<file path="src/rtl/btn_cmd_sched.sv">
// Command scheduler: captures button and UART requests into pending bits and
// issues them one at a time to the watch FSM with an enforced quiet gap.
module btn_cmd_sched #(
    parameter int GAP_CYC = 1000,
    parameter int RR_EN   = 1,
    parameter int DROP_W  = 8
) (
    input  logic              clk,
    input  logic              rst,
    input  logic [4:0]        i_btn_pulse,
    input  logic [7:0]        i_rx_data,
    input  logic              i_rx_valid,
    input  logic              i_cmd_ready,
    output logic              o_cmd_valid,
    output logic [2:0]        o_cmd_id,
    output logic              o_cmd_src,
    output logic [4:0]        o_pending,
    output logic [DROP_W-1:0] o_drop_cnt
);
    localparam int GW = (GAP_CYC > 1) ? $clog2(GAP_CYC) : 1;

    typedef enum logic [1:0] {IDLE, ISSUE, GAP} state_t;

    state_t            state, state_d;
    logic [4:0]        pending, pending_d, src, src_d;
    logic [4:0]        uart_hit, req, grant_clr;
    logic [2:0]        rr_ptr, rr_ptr_d;
    logic [2:0]        grant_id, sel_start, sel_idx;
    logic [3:0]        sel_sum;
    logic              grant_any;
    logic              cmd_valid_d, cmd_src_d;
    logic [2:0]        cmd_id_d;
    logic [GW-1:0]     gap_cnt, gap_cnt_d;
    logic [DROP_W-1:0] drop_cnt, drop_cnt_d;
    logic [2:0]        drop_inc;

    function automatic logic [DROP_W-1:0] sat_add(input logic [DROP_W-1:0] a,
                                                  input logic [2:0] b);
        logic [DROP_W:0] s;
        s = {1'b0, a} + (DROP_W + 1)'(b);
        return s[DROP_W] ? '1 : s[DROP_W-1:0];
    endfunction

    always_comb begin
        uart_hit = '0;
        if (i_rx_valid) begin
            case (i_rx_data)
                8'h52, 8'h72: uart_hit[0] = 1'b1;
                8'h43, 8'h63: uart_hit[1] = 1'b1;
                8'h48, 8'h68: uart_hit[2] = 1'b1;
                8'h4D, 8'h6D: uart_hit[3] = 1'b1;
                8'h53, 8'h73: uart_hit[4] = 1'b1;
                default:      uart_hit    = '0;
            endcase
        end
    end

    assign req = i_btn_pulse | uart_hit;

    // Grant search starts just past the last grant (round-robin) or at 0.
    always_comb begin
        grant_any = 1'b0;
        grant_id  = '0;
        sel_sum   = '0;
        sel_idx   = '0;
        sel_start = (RR_EN != 0) ? ((rr_ptr == 3'd4) ? 3'd0 : rr_ptr + 3'd1) : 3'd0;
        for (int j = 0; j < 5; j++) begin
            sel_sum = {1'b0, sel_start} + 4'(j);
            sel_idx = (sel_sum >= 4'd5) ? 3'(sel_sum - 4'd5) : sel_sum[2:0];
            if (!grant_any && pending[sel_idx]) begin
                grant_any = 1'b1;
                grant_id  = sel_idx;
            end
        end
    end

    always_comb begin
        state_d     = state;
        cmd_valid_d = o_cmd_valid;
        cmd_id_d    = o_cmd_id;
        cmd_src_d   = o_cmd_src;
        gap_cnt_d   = gap_cnt;
        rr_ptr_d    = rr_ptr;
        grant_clr   = '0;
        case (state)
            IDLE: begin
                if (grant_any) begin
                    grant_clr[grant_id] = 1'b1;
                    cmd_valid_d         = 1'b1;
                    cmd_id_d            = grant_id;
                    cmd_src_d           = src[grant_id];
                    state_d             = ISSUE;
                    if (RR_EN != 0) rr_ptr_d = grant_id;
                end
            end
            ISSUE: begin
                if (i_cmd_ready) begin
                    cmd_valid_d = 1'b0;
                    if (GAP_CYC == 0) begin
                        state_d = IDLE;
                    end else begin
                        state_d   = GAP;
                        gap_cnt_d = GW'(GAP_CYC - 1);
                    end
                end
            end
            GAP: begin
                if (gap_cnt == '0) state_d = IDLE;
                else               gap_cnt_d = gap_cnt - 1'b1;
            end
            default: state_d = IDLE;
        endcase
    end

    // A request on a bit being granted this cycle re-arms it rather than merging.
    always_comb begin
        pending_d = pending;
        src_d     = src;
        drop_inc  = '0;
        for (int i = 0; i < 5; i++) begin
            if (req[i]) begin
                if (pending[i] && !grant_clr[i]) begin
                    drop_inc = drop_inc + 3'd1;
                end else begin
                    pending_d[i] = 1'b1;
                    src_d[i]     = ~i_btn_pulse[i];
                    if (i_btn_pulse[i] && uart_hit[i]) drop_inc = drop_inc + 3'd1;
                end
            end else if (grant_clr[i]) begin
                pending_d[i] = 1'b0;
            end
        end
        drop_cnt_d = sat_add(drop_cnt, drop_inc);
    end

    always_ff @(posedge clk or posedge rst) begin
        if (rst) begin
            state       <= IDLE;
            pending     <= '0;
            src         <= '0;
            rr_ptr      <= '0;
            gap_cnt     <= '0;
            drop_cnt    <= '0;
            o_cmd_valid <= 1'b0;
            o_cmd_id    <= '0;
            o_cmd_src   <= 1'b0;
        end else begin
            state       <= state_d;
            pending     <= pending_d;
            src         <= src_d;
            rr_ptr      <= rr_ptr_d;
            gap_cnt     <= gap_cnt_d;
            drop_cnt    <= drop_cnt_d;
            o_cmd_valid <= cmd_valid_d;
            o_cmd_id    <= cmd_id_d;
            o_cmd_src   <= cmd_src_d;
        end
    end

    assign o_pending  = pending;
    assign o_drop_cnt = drop_cnt;
endmodule

</file>
<file path="config.mk">
export PLATFORM = sky130hd
export DESIGN_NAME = btn_cmd_sched
export DESIGN_NICKNAME = d
export VERILOG_FILES = /design/src/rtl/btn_cmd_sched.sv
export SDC_FILE = /design/constraint.sdc
export NUM_CORES = 1
export LEC_CHECK = 0
export CELL_PAD_IN_SITES_DETAIL_PLACEMENT = 2
export CELL_PAD_IN_SITES_GLOBAL_PLACEMENT = 2
export CORE_UTILIZATION = 40
export CTS_CLUSTER_DIAMETER = 200
export DETAILED_ROUTE_END_ITERATION = 10
export DONT_BUFFER_PORTS = 1
export HOLD_SLACK_MARGIN = 0.06
export PLACE_DENSITY = 0.81
export SLEW_MARGIN = 15
export SYNTH_ARGS = -nofsm -noshare
export SYNTH_HDL_FRONTEND = slang
export SYNTH_SLANG_ARGS = --single-unit
</file>
<file path="constraint.sdc">
create_clock -name clk -period 10.9 [get_ports clk]
set_input_delay 2.18 -clock clk [delete_from_list [all_inputs] [get_ports clk]]
set_output_delay 2.18 -clock clk [all_outputs]
set_load 0.05 [all_outputs]
</file>
* After elaboration in Yosys (flattened, before gate mapping) *
Cells that the tools add are included.

storage, ports and cells
  flip-flop bits (word level) = 35
  input port bits = 17
  output and inout bits = 18
  word-level logic and storage cells = 208

operators by class
  add/sub/neg operators = 16
  order comparisons = 12
  equality and inequality tests = 22
  multiplexer cells = 79
  bitwise operators = 11
  reductions and logical operators = 52

operators with widths
  cell                                                               count
  equality test 8 x 7 -> 1 bit, second input constant                10
  two-way mux 3 bit                                                  23
  two-way mux 1 bit                                                  37
  < comparator 3 x 4 -> 1 bit, second input constant                 6
  AND reduction 2 bit                                                11
  two-way mux 10 bit                                                 2
  one-hot mux 10 bit (2 select lines)                                1
  binary-select mux 1 bit (select 3 bit)                             6
  != test 2 bit, second input constant                               9
  greater-or-equal comparator 4 x 3 -> 1 bit, second input constant  4
  adder 3 x 1 -> 3 bit, second input constant                        5
  logical AND 1 bit                                                  15
  two-way mux 5 bit                                                  3
  subtractor 3 bit, second input constant                            5
  nonzero test 2 bit                                                 7
  logical NOT 10 bit                                                 1
  inverter 1 bit                                                     10
  OR reduction 2 bit                                                 5
  subtractor 10 x 1 -> 10 bit, second input constant                 1
  adder 8 x 3 -> 9 bit                                               1
  logical NOT 1 bit                                                  9
  AND reduction 3 bit                                                3
  adder 3 x 2 -> 4 bit, second input constant                        2
  two-way mux 8 bit                                                  1
  other kinds (13)                                                   15

* Longest topological paths before layout *
  depth in word-level cells = 47
  depth in mapped cells = 36
  mapped depth without buffers = 35

* Least setup slack after synthesis *
No wires, ideal clock.

  kind = flip-flop to flip-flop
  start = reg rr_ptr[0]
  end = reg drop_cnt[5], in the netlist o_drop_cnt[5]
  library setup time = 127 ps
  data arrival time = 7314 ps
  required time = 10773 ps
  path slack = 3459 ps
  cell stages (with the launch flop) = 35
  buffers on the path = 2
  period minus slack after synthesis = 7441 ps
  cells stage by stage = dfrtp_1 > inv_1 > ha_1 > clkbuf_1 > inv_1 > ha_1 > clkbuf_1 > mux2i_1 > mux2i_1 > mux2i_1 > mux2_2 > nor3_1 > o211ai_1 > o211a_1 > or4_4 > o21ai_1 > a21oi_1 > ha_1 > nand2_1 > o2bb2ai_2 > inv_1 > ha_1 > nand2_1 > nand2_1 > ha_1 > nor2b_1 > a21oi_1 > ha_1 > mux2_2 > ha_1 > a21o_1 > a21oi_1 > nor2_1 > xnor2_1 > nand2_1

between the ends
  longest elaborated chain between the ends = 47
  elaborated cells on any way between the ends = 87
  classes of those cells = 15 x add/sub; 7 x order compare; 1 x eq/ne; 45 x mux; 19 x reduce/logical

ends and longest elaborated chain
  item                                                                RTL line  source
  from (decl)                                                         27        logic [2:0] rr_ptr, rr_ptr_d;
  from (signal assigned)                                              151       rr_ptr <= rr_ptr_d;
  adder 3 x 1 -> 3 bit / equality test 3 bit (equally long branches)  66        sel_start = (RR_EN != 0) ? ((rr_ptr == 3'd4) ? 3'd0 : rr_ptr + 3'd1) : 3'd0;
  two-way mux 3 bit (*)                                               66
  branches (longest 21 deep; another with adder 3 x 1 -> 4 bit)       n/a
  two-way mux 5 bit (*)                                               87        if (grant_any) begin
  two-way mux 5 bit (*)                                               85        case (state)
  logical NOT 1 bit                                                   122       if (pending[i] && !grant_clr[i]) begin
  logical AND 1 bit                                                   122
  two-way mux 1 bit                                                   122
  [12 not listed]                                                     n/a
  two-way mux 3 bit                                                   121       if (req[i]) begin
  adder 3 x 1 -> 3 bit                                                123, 127
  two-way mux 3 bit                                                   127       if (i_btn_pulse[i] && uart_hit[i]) drop_inc = drop_inc + 3'd1;
  two-way mux 3 bit                                                   122
  two-way mux 3 bit (*)                                               121
  adder 8 x 3 -> 9 bit (*)                                            40        s = {1'b0, a} + (DROP_W + 1)'(b);
  two-way mux 8 bit (*)                                               41        return s[DROP_W] ? '1 : s[DROP_W-1:0];
  net drop_cnt_d[5]                                                   34        logic [DROP_W-1:0] drop_cnt, drop_cnt_d;
  to (signal assigned)                                                153       drop_cnt <= drop_cnt_d;
  to (decl)                                                           34

Mark *: on every way through the listed nets, which the timed path passes. The select of a mux whose other input is x is not followed.
A chain may end at the register's enable or synchronous reset.

* Final worst setup path *
  start = reg rr_ptr[0]
  end = reg drop_cnt[2], in the netlist o_drop_cnt[2]

Same word-level chain as after synthesis.

==> run summary <==
Die Span Y - 90.73 um
summed negative setup slack over all endpoints - 0 ns
Core Footprint - 7447 sq um
cell type with the largest total area after synthesis - sky130_fd_sc_hd__dfrtp_1
Crit path arrival time - 9.05 ns
fraction of layout cells with a size suffix above 1 - 0.08971
wire length of the first global-routing pass - 16580 um
Detailed Route WL - 9855 um
post-route worst hold slack - 0.5088 ns
metal2 WL - 4906 um
insertion delay of the later-clocked pin in the worst-skew pair - 0.29 ns
number of enable-type register cells in the synthesized netlist - 0
kind of end point of the critical path - flip-flop
post-synth net total - 414
max-cap check violation count - 0
Max FO, Critical Path - 13
most frequent CP cell - sky130_fd_sc_hd__ha_1
1st-pass router iterations - 4
CP max stage cell - sky130_fd_sc_hd__dfrtp_1
top post-synthesis cells by count - sky130_fd_sc_hd__nand2_1 (41), sky130_fd_sc_hd__dfrtp_1 (35), sky130_fd_sc_hd__a21oi_1 (30), sky130_fd_sc_hd__nor2_1 (27), sky130_fd_sc_hd__o21ai_0 (20)
register clock-pin slew on the reported worst setup and hold paths - 0.08 ns
Cells after Synth - 377
buffers added on ports - 0
total CTS buffers - 5
Antenna Nets Post-Route - 0
Syn-to-layout area delta - 6.476%
slowest cell delay on critical path - 0.85 ns
Slew Limit Headroom - 0.4350
Root Driver - sky130_fd_sc_hd__clkbuf_8
Clock Sink Count - 35
number of placed cells counting well taps - 470
Top delay family on crit path - adder cells
detailed-route via count - 2904
final core area utilization - 0.4503
combined area of all synthesized cells - 3149 sq um
setup slack of the worst register-to-register path - 2.01 ns
leading post-synthesis cells by cell area - sky130_fd_sc_hd__dfrtp_1 (28%), sky130_fd_sc_hd__ha_1 (7.2%), sky130_fd_sc_hd__nand2_1 (4.9%)
kind of start point of the critical path - flip-flop
number of library cell types mapped by synthesis - 69
FF+latch count, synth - 35
post-detail-place hpwl - 7533 um
Die ar. - 8232 sq um
pin count of the biggest net entering global routing - 36
CTS tree - yes
Data required, critical path - 11.06 ns
diode count - 0
Max Transition Viols Final - 0
number of antenna violations at the first check in global routing - 0
non-filler instance count after layout - 478
Total GRT Usage - 0.2519
final worst path period share - 0.8160
DRC violation count after routing - 0
hold violation count in the final report - 0
class of the tightest hold or removal check - flip-flop to flip-flop
count of endpoints failing setup in the final report - 0
CTS Buffer Depth - 2
average detailed-routed wire length per instance - 20.62 um
top-count cell post-synth - sky130_fd_sc_hd__nand2_1
net count reported at finish - 415
gpl congestion - 0.8398
outcome - finished clean
buffers and inverters on the worst path - 4
cts repair resizes - 0
skew final - 0.01087 ns
crit path time final - 8.894 ns
die width - 90.73 um
via count normalized by instance count - 6.075
top achievable clock speed - 112.4 MHz
number of top-level design ports - 35
DRT iter0 DRCs - 95
Synth Area per Inst - 8.354 sq um
Synth top area share - 0.2781
via count of the first global-routing pass - 3280
highest metal layer with signal wires - met4
register area share after synthesis - 0.2781
routed length on met1 - 4481 um
most used flip-flop cell after synthesis - sky130_fd_sc_hd__dfrtp_1
Post-CTS Hold Buffers - 0
total setup buffers inserted after CTS - 0
starting utilization of the core area - 0.4229
asr flop ratio synth - 1.000
number of standard-cell rows in the floorplan - 31
synth warn - 0
Worst Tran Pin Value - 0.8475 ns
Routed met3 length - 391 um
unrepaired setup endpoints after global routing - no
residual overflow from global routing - 0
H-tree levels - 2
Critical Setup Path Class - flip-flop to flip-flop
-- metal layers --
layer	global-route usage	vias to the layer above
li1	-	1385
met1	0.3149	1460
met2	0.4482	51
met3	0.04882	8
met4	0.04839	0
met5	0	-
-- worst register-to-register path: cells and delay by family, from the launching register on --
family                     cells  cell delay (ns)
AOI/OAI and AO/OA              9             2.55
xor gates and xnor gates       2             0.30
adders and majority gates      7             2.65
buffers and inverters          4             0.77
DFF                            1             0.85
and+or+nand+nor               12             1.68
-- layout by cell type (no fill, tap or decap), types with 4 or more instances in the layout --
cell type / netlist / routed
sky130_fd_sc_hd__mux2_2: 4 / 4
sky130_fd_sc_hd__a21oi_1: 30 / 30
sky130_fd_sc_hd__o21ai_0: 20 / 20
sky130_fd_sc_hd__o21a_1: 6 / 6
sky130_fd_sc_hd__inv_1: 18 / 18
sky130_fd_sc_hd__mux2i_1: 11 / 11
sky130_fd_sc_hd__xor2_1: 4 / 4
sky130_fd_sc_hd__dfrtp_1: 35 / 35
sky130_fd_sc_hd__clkbuf_8: 0 / 6
sky130_fd_sc_hd__and3_1: 6 / 6
sky130_fd_sc_hd__nor2b_1: 5 / 5
sky130_fd_sc_hd__nor2_1: 27 / 27
sky130_fd_sc_hd__a21o_1: 5 / 5
sky130_fd_sc_hd__a211oi_1: 7 / 7
sky130_fd_sc_hd__and2_1: 6 / 6
sky130_fd_sc_hd__nand2b_1: 5 / 5
sky130_fd_sc_hd__or3_1: 5 / 5
sky130_fd_sc_hd__nor3_1: 12 / 12
sky130_fd_sc_hd__nand2_1: 41 / 41
sky130_fd_sc_hd__nand3_1: 19 / 19
sky130_fd_sc_hd__o211ai_1: 6 / 6
sky130_fd_sc_hd__nor3b_1: 5 / 5
sky130_fd_sc_hd__ha_1: 18 / 18
sky130_fd_sc_hd__xnor2_1: 11 / 11
-- area by class of cell --
cell class | count | area [sq um]
clock buffers | 6 | 82.58
clock inverters | 2 | 16.27
fillers | 882 | 4094
inverters | 20 | 75.07
multi-input cells | 314 | 2165
flip-flops and latches | 35 | 875.8
well taps | 99 | 123.9
repair buffers | 2 | 15.01
-- stage by stage --
stage	setup slack, ns	area, sq um
after floorplan	3.459	3149
after CTS	1.942	3353
after global placement	2.361	3254
after global routing	1.353	3353
after detailed placement	1.952	3254
final	2.006	3353
-- state kept, by name (all words and copies together), names as in the netlist --
signal,cells
gap_cnt,10
o_cmd_src,1
o_cmd_valid,1
o_drop_cnt,8
o_pending,5
rr_ptr,3
src,5
state,2
-- path summary, 6_finish.rpt --
check	from	to	cells past startpoint
min in group asynchronous	rst	o_drop_cnt[7]	2
worst min register to register	gap_cnt[0]	gap_cnt[0]	1
worst max register to register	rr_ptr[0]	o_drop_cnt[2]	34
max in group asynchronous	rst	o_pending[3]	2
worst max-delay path	rr_ptr[0]	o_drop_cnt[2]	34
worst min-delay path	gap_cnt[0]	gap_cnt[0]	1
-- cells by family after synthesis --
| logic type | count (synthesis) | share of synthesized area |
|---|---|---|
| AOI/OAI and AO/OA | 107 | 0.2288 |
| muxes | 17 | 0.06357 |
| buffers and inverters | 28 | 0.03456 |
| adders and majority gates | 21 | 0.08741 |
| DFF | 35 | 0.2781 |
| xor gates and xnor gates | 17 | 0.05403 |
| and+or+nand+nor | 152 | 0.2535 |
Power is left out: the tool's default activity adds up to more than one toggle a clock period on the data nets, which glitch-free logic cannot reach.
